==> config.mk <==
export PLATFORM = sky130hd
export DESIGN_NAME = transfer_sequencer
export DESIGN_NICKNAME = d
export VERILOG_FILES = /design/src/rtl/transfer_sequencer.sv
export SDC_FILE = /design/constraint.sdc
export NUM_CORES = 1
export LEC_CHECK = 0
export ABC_AREA = 1
export CELL_PAD_IN_SITES_DETAIL_PLACEMENT = 1
export CELL_PAD_IN_SITES_GLOBAL_PLACEMENT = 1
export CORE_MARGIN = 5
export CORE_UTILIZATION = 34
export CTS_CLUSTER_DIAMETER = 50
export CTS_CLUSTER_SIZE = 24
export DETAILED_ROUTE_END_ITERATION = 10
export GPL_TIMING_DRIVEN = 0
export PLACE_DENSITY = 0.77
export SLEW_MARGIN = 20
export SYNTH_ARGS = -nofsm -noshare
export SYNTH_HDL_FRONTEND = slang
export SYNTH_SLANG_ARGS = --single-unit
==> constraint.sdc <==
create_clock -name SIM_CLK -period 2.4 [get_ports SIM_CLK]
set_input_delay 0.24 -clock SIM_CLK [delete_from_list [all_inputs] [get_ports SIM_CLK]]
set_output_delay 0.24 -clock SIM_CLK [all_outputs]
set_load 0.1 [all_outputs]
==> src/rtl/transfer_sequencer.sv <==
// Timepulse/phase sequencer and two-port register-transfer arbiter for the service gates.
// Optional: SEQ_STARVE_GUARD_EN adds a port-0 starvation guard.
module transfer_sequencer #(
  parameter int TP_COUNT = 12
`ifdef SEQ_STARVE_GUARD_EN
  ,
  parameter int STARVE_LIMIT = 2
`endif
) (
  input  logic       SIM_CLK,
  input  logic       SIM_RST,
  input  logic       GO,
  input  logic       REQ0_VALID,
  input  logic [3:0] REQ0_SRC,
  input  logic [3:0] REQ0_DST,
  output logic       REQ0_READY,
  input  logic       REQ1_VALID,
  input  logic [3:0] REQ1_SRC,
  input  logic [3:0] REQ1_DST,
  output logic       REQ1_READY,
  output logic [7:0] R_n,
  output logic [7:0] W_n,
  output logic       CT_n,
  output logic       RT_n,
  output logic       WT_n,
  output logic       T10_n,
  output logic [3:0] TPNUM,
  output logic       ILLEGAL
);

  typedef enum logic {ST_IDLE, ST_RUN} state_e;

  state_e     state_q, state_d;
  logic [1:0] ph_q, ph_d;
  logic [3:0] tp_q, tp_d, tp_nxt;
  logic       inc_q, inc_d;
  logic       stop_q, stop_d;
  logic       rdy0_q, rdy0_d, rdy1_q, rdy1_d;
  logic [7:0] r_q, r_d, w_q, w_d;
  logic       ct_q, ct_d, rt_q, rt_d, wt_q, wt_d;
  logic       t10_q, t10_d, ill_q, ill_d;
  logic       acc0, acc1, run_d, force0;

  function automatic logic [7:0] dec(input logic [3:0] c);
    case (c)
      4'd1:    dec = 8'hFE;
      4'd2:    dec = 8'hFD;
      4'd3:    dec = 8'hFB;
      4'd4:    dec = 8'hF7;
      4'd5:    dec = 8'hEF;
      4'd6:    dec = 8'hDF;
      4'd7:    dec = 8'hBF;
      4'd8:    dec = 8'h7F;
      default: dec = 8'hFF;
    endcase
  endfunction

  function automatic logic bad(input logic [3:0] c);
    bad = c > 4'd8;
  endfunction

  assign tp_nxt = (tp_q == TP_COUNT[3:0]) ? 4'd1 : tp_q + 4'd1;
  assign acc0 = (ph_q == 2'd3) && rdy0_q && REQ0_VALID;
  assign acc1 = (ph_q == 2'd3) && rdy1_q && REQ1_VALID;

`ifdef SEQ_STARVE_GUARD_EN
  localparam int SW = $clog2(STARVE_LIMIT + 1);
  logic [SW-1:0] starve_q, starve_d;

  assign force0 = starve_q == SW'(STARVE_LIMIT);

  always_comb begin
    starve_d = starve_q;
    if (state_q == ST_RUN && ph_q == 2'd2 && GO) begin
      if (REQ0_VALID && !rdy0_d) begin
        if (!force0) starve_d = starve_q + 1'b1;
      end else begin
        starve_d = '0;
      end
    end
  end
`else
  assign force0 = 1'b0;
`endif

  always_comb begin
    state_d = state_q;
    ph_d    = ph_q;
    tp_d    = tp_q;
    inc_d   = inc_q;
    stop_d  = stop_q;
    rdy0_d  = 1'b0;
    rdy1_d  = 1'b0;
    r_d     = r_q;
    w_d     = w_q;
    ill_d   = 1'b0;
    if (state_q == ST_IDLE) begin
      if (GO) begin
        state_d = ST_RUN;
        ph_d    = 2'd0;
        inc_d   = 1'b0;
        if (inc_q) tp_d = tp_nxt;
      end
    end else begin
      ph_d = ph_q + 2'd1;
      // GO and arbitration are both sampled on entry to PH3
      if (ph_q == 2'd2) begin
        stop_d = !GO;
        if (GO) begin
          if (REQ0_VALID && (!REQ1_VALID || force0)) rdy0_d = 1'b1;
          else if (REQ1_VALID) rdy1_d = 1'b1;
        end
      end
      if (ph_q == 2'd3) begin
        r_d = 8'hFF;
        w_d = 8'hFF;
        if (acc0) begin
          r_d   = dec(REQ0_SRC);
          w_d   = dec(REQ0_DST);
          ill_d = bad(REQ0_SRC) || bad(REQ0_DST);
        end else if (acc1) begin
          r_d   = dec(REQ1_SRC);
          w_d   = dec(REQ1_DST);
          ill_d = bad(REQ1_SRC) || bad(REQ1_DST);
        end
        if (stop_q) begin
          state_d = ST_IDLE;
          ph_d    = 2'd0;
          inc_d   = 1'b1;
          stop_d  = 1'b0;
        end else begin
          tp_d = tp_nxt;
        end
      end
    end
    run_d = state_d == ST_RUN;
    ct_d  = !(run_d && ph_d == 2'd0);
    rt_d  = !(run_d && (ph_d == 2'd1 || ph_d == 2'd2));
    wt_d  = !(run_d && ph_d == 2'd2);
    t10_d = !(run_d && tp_d == 4'd10);
  end

  always_ff @(posedge SIM_CLK or posedge SIM_RST) begin
    if (SIM_RST) begin
      state_q  <= ST_IDLE;
      ph_q     <= 2'd0;
      tp_q     <= 4'd1;
      inc_q    <= 1'b0;
      stop_q   <= 1'b0;
      rdy0_q   <= 1'b0;
      rdy1_q   <= 1'b0;
      r_q      <= 8'hFF;
      w_q      <= 8'hFF;
      ct_q     <= 1'b1;
      rt_q     <= 1'b1;
      wt_q     <= 1'b1;
      t10_q    <= 1'b1;
      ill_q    <= 1'b0;
`ifdef SEQ_STARVE_GUARD_EN
      starve_q <= '0;
`endif
    end else begin
      state_q  <= state_d;
      ph_q     <= ph_d;
      tp_q     <= tp_d;
      inc_q    <= inc_d;
      stop_q   <= stop_d;
      rdy0_q   <= rdy0_d;
      rdy1_q   <= rdy1_d;
      r_q      <= r_d;
      w_q      <= w_d;
      ct_q     <= ct_d;
      rt_q     <= rt_d;
      wt_q     <= wt_d;
      t10_q    <= t10_d;
      ill_q    <= ill_d;
`ifdef SEQ_STARVE_GUARD_EN
      starve_q <= starve_d;
`endif
    end
  end

  assign REQ0_READY = rdy0_q;
  assign REQ1_READY = rdy1_q;
  assign R_n        = r_q;
  assign W_n        = w_q;
  assign CT_n       = ct_q;
  assign RT_n       = rt_q;
  assign WT_n       = wt_q;
  assign T10_n      = t10_q;
  assign TPNUM      = tp_q;
  assign ILLEGAL    = ill_q;

endmodule
==> metrics list, run 1 <==
* Source of the critical timing path: TPNUM[0]
- Number of hold-repair buffers added at the cts stage: 0
- Count of boundary I/O pins: 48
- Synth Cell Area: 0.00189 mm2
- Largest net degree at the start of global routing: 33
* Least setup slack across all paths after layout: 0.160 ns
* Core footprint: between 0.005 and 0.006 mm2
* Cells resized by post-CTS repair: 0
- The critical path goes through clkdlybuf4s50_1.
* Total routing usage reported by global routing: 0.156
* Net total in the final layout: 349
- At the worst endpoint, the required time is 2.16 ns.
- DRT Wirelength: 5350 um
* Count of final hold-check violations: 0
- After filler insertion, the fill cell instance count of the layout stands at 717.
* Category of the most critical setup path: flop to output port
- The clock drives 32 sinks.
* Top Family by Delay on Critical Path: buffers and inverters
- Measured along the y axis, the die boundary spans between 80 and 90 um.
- The congestion estimate from routability-driven global placement came to 0.826.
* Vias in the first global route: 2,017
- Registers take a little over 800 um2.
* Antenna Cells: 0
* Instance area at placement: 0.00245 mm2
- After routing, the total negative slack on setup checks comes to 0 ns.
- Counting both buffers and inverters, the worst setup path holds a total of 1.
* TritonCTS clock tree: done
- Clock tree synthesis selected as its root buffer the cell sky130_fd_sc_hd__clkbuf_8.
- Area growth from synthesis to layout: 36.4%
- TritonCTS buffer count: 5
* Flip-flop and latch count after synthesis: 32
- Buffers added to address setup during post-CTS repair amount to 0.
- Number of levels the H-tree was split into: 2
- The later pin in the worst-skew pair is clocked with a latency of 0.29 ns.
- Slew Limit Fails: 0
- The routed layout has roughly 1.9k vias.
- At the pin with the least slew margin, the transition time is ~1 ns.
* Wirelength per Cell: approximately 14 um
- From left edge to right edge, the die measures 84.5 um.
- The wire-length estimate of the detail-placed layout is roughly 4200 um.
- The initialized floorplan defines 27 standard-cell rows.
- Placement Setup Slack: about 0.33 ns
* Share of layout cells above drive strength 1: 0.130
- The first global-routing pass estimated 9040 um of wire.
- In this run, distinct cell masters in the synthesized netlist total 21.
- Number of synthesis warnings: 0
- Count of input and output buffers: 47
- STA classifies the critical path endpoint as an output port.
- Measured against its own limit, the worst slew margin works out to 0.343.
- Number of failing setup endpoints in the final timing report: 0
- Portion of the clock cycle consumed by the worst path in the final layout: 0.933
- In this design, the stage delay of the slowest critical-path cell is 1.14 ns.
- The first TritonRoute pass finished after 4 iterations.
* Routed via count divided by cell count: approximately 4.7
* Worst path arrival time: 2.00 ns
* DRC Markers: 0
- Number of DRC markers after the initial detailed-route iteration: 18
- The worst register-to-register path begins at ph_q[1].
* Number of nets with antenna violations after routing: 0
* Most frequent cells in the layout: 96 x sky130_fd_sc_hd__nand2_1, 47 x sky130_fd_sc_hd__clkdlybuf4s50_1, 35 x sky130_fd_sc_hd__inv_1, 30 x sky130_fd_sc_hd__nand3_1, 27 x sky130_fd_sc_hd__nor2_1
* Slowest stage cell on the critical path: sky130_fd_sc_hd__clkdlybuf4s50_1
- The flow ran to the end, and the final reports show no timing, DRC or antenna violations.
* Worst min-delay path category: input pin to async pin
- Global routing finished with a remaining overflow of 0.
- Based on the critical path, the design can be clocked at up to between 400 and 500 MHz.
- Min Clock Period, post-route: 2.24 ns
- Multi-input gate area in the final layout: about 880 um2
- Syn_nets: 295
* Cell count after synthesis: 268
* Clock-pin slew reported for the worst setup and hold paths after clock tree synthesis: 0.07 ns
- Max-capacitance violation count: 0
- The floorplan step defined a die boundary enclosing roughly 0.0071 mm2.
- Initial Util: 0.347
- Crit Path Max Fanout: 5
* Most common cell after layout, fill and taps aside: sky130_fd_sc_hd__nand2_1
- Max clock buf depth: 2
- STA classifies the critical path startpoint as a flop.
- Setup repair after global routing left no endpoint under its margin.
* Non-Filler Cell Area, Final: 0.00257 mm2
* Utilization after layout: 0.473
* Sequential fraction of the synthesis area: 0.438
* Synth Area per Inst: ~7 um2
* Worst clock skew: 0.00894 ns
- The number of antenna violations at the first check in global routing was 0.
worst paths after layout:
path	end	slack (ns)	cells after the start
min in group SIM_CLK	R_n[7]	0.47	2
min	ILLEGAL	0.38	2
max reg2reg	RT_n	0.35	7
max in group asynchronous	REQ1_READY	1.58	2
min reg2reg	R_n[7]	0.47	2
max	TPNUM[0]	0.16	1
routing by layer:
layer  up-vias  track usage  part of all wire
li1        947            -                 -
met1       871        0.189              0.45
met2        34        0.270              0.49
met3         6       0.0353             0.046
met4         0       0.0576            0.0079
met5         -            0                 0
stage by stage:
stage	hold slack, ns	instances
5_1_grt	0.442	395
6_report	0.378	395
2_1_floorplan	0.341	268
3_3_place_gp	0.455	387
3_5_place_dp	0.458	387
4_1_cts	0.406	395
cell families after synthesis:
family,after synthesis,synth area share
buf+inv,44,0.0948
compound gates,18,0.0484
flops,32,0.438
simple gates,168,0.379
fa+ha+maj,6,0.0398
registers in the layout, indices dropped and copies added (netlist names):
register	count
ph_q	2
state_q	1
stop_q	1
W_n	8
REQ1_READY	1
RT_n	1
WT_n	1
ILLEGAL	1
R_n	8
REQ0_READY	1
T10_n	1
TPNUM	4
inc_q	1
CT_n	1
cells in the mapped netlist:
library cell / count / area share
sky130_fd_sc_hd__o22ai_1: 1 / 0.0033
sky130_fd_sc_hd__buf_2: 2 / 0.0053
sky130_fd_sc_hd__buf_6: 1 / 0.0060
sky130_fd_sc_hd__o21ai_0: 11 / 0.029
sky130_fd_sc_hd__buf_4: 1 / 0.0040
sky130_fd_sc_hd__nand3_2: 1 / 0.0053
sky130_fd_sc_hd__nand4_1: 6 / 0.020
sky130_fd_sc_hd__nand3_1: 30 / 0.080
sky130_fd_sc_hd__nand2_2: 1 / 0.0033
sky130_fd_sc_hd__inv_1: 36 / 0.072
sky130_fd_sc_hd__a21oi_1: 6 / 0.016
sky130_fd_sc_hd__nor2_1: 27 / 0.054
sky130_fd_sc_hd__nor3_1: 4 / 0.011
sky130_fd_sc_hd__inv_2: 3 / 0.0060
sky130_fd_sc_hd__or2_2: 2 / 0.0066
sky130_fd_sc_hd__dfrtp_1: 11 / 0.15
sky130_fd_sc_hd__ha_1: 6 / 0.040
sky130_fd_sc_hd__nand2_1: 96 / 0.19
sky130_fd_sc_hd__nor3_4: 1 / 0.0086
sky130_fd_sc_hd__clkbuf_1: 1 / 0.0020
sky130_fd_sc_hd__dfstp_2: 21 / 0.29
final cells by class:
type / count / share of cell area
multi-input cells: 192 / 0.342
flip-flops and latches: 32 / 0.321
repair buffers: 47 / 0.183
inverters: 39 / 0.0569
clock buffers: 7 / 0.0374
well taps: 72 / 0.0350
plain buffers: 5 / 0.0126
clock inverters: 1 / 0.0117
Power of run 1 is not shown: default switching activity piles up to over one toggle a cycle in this logic, so the estimate is an artifact.
==> inputs of run 2 (changes only) <==
SLEW_MARGIN = 15   (was 20)
==> results of run 2 <==
Same layout as run 1: the final DEF is identical, and so are final timing and power.
Power of run 2 is left out for the same reason.
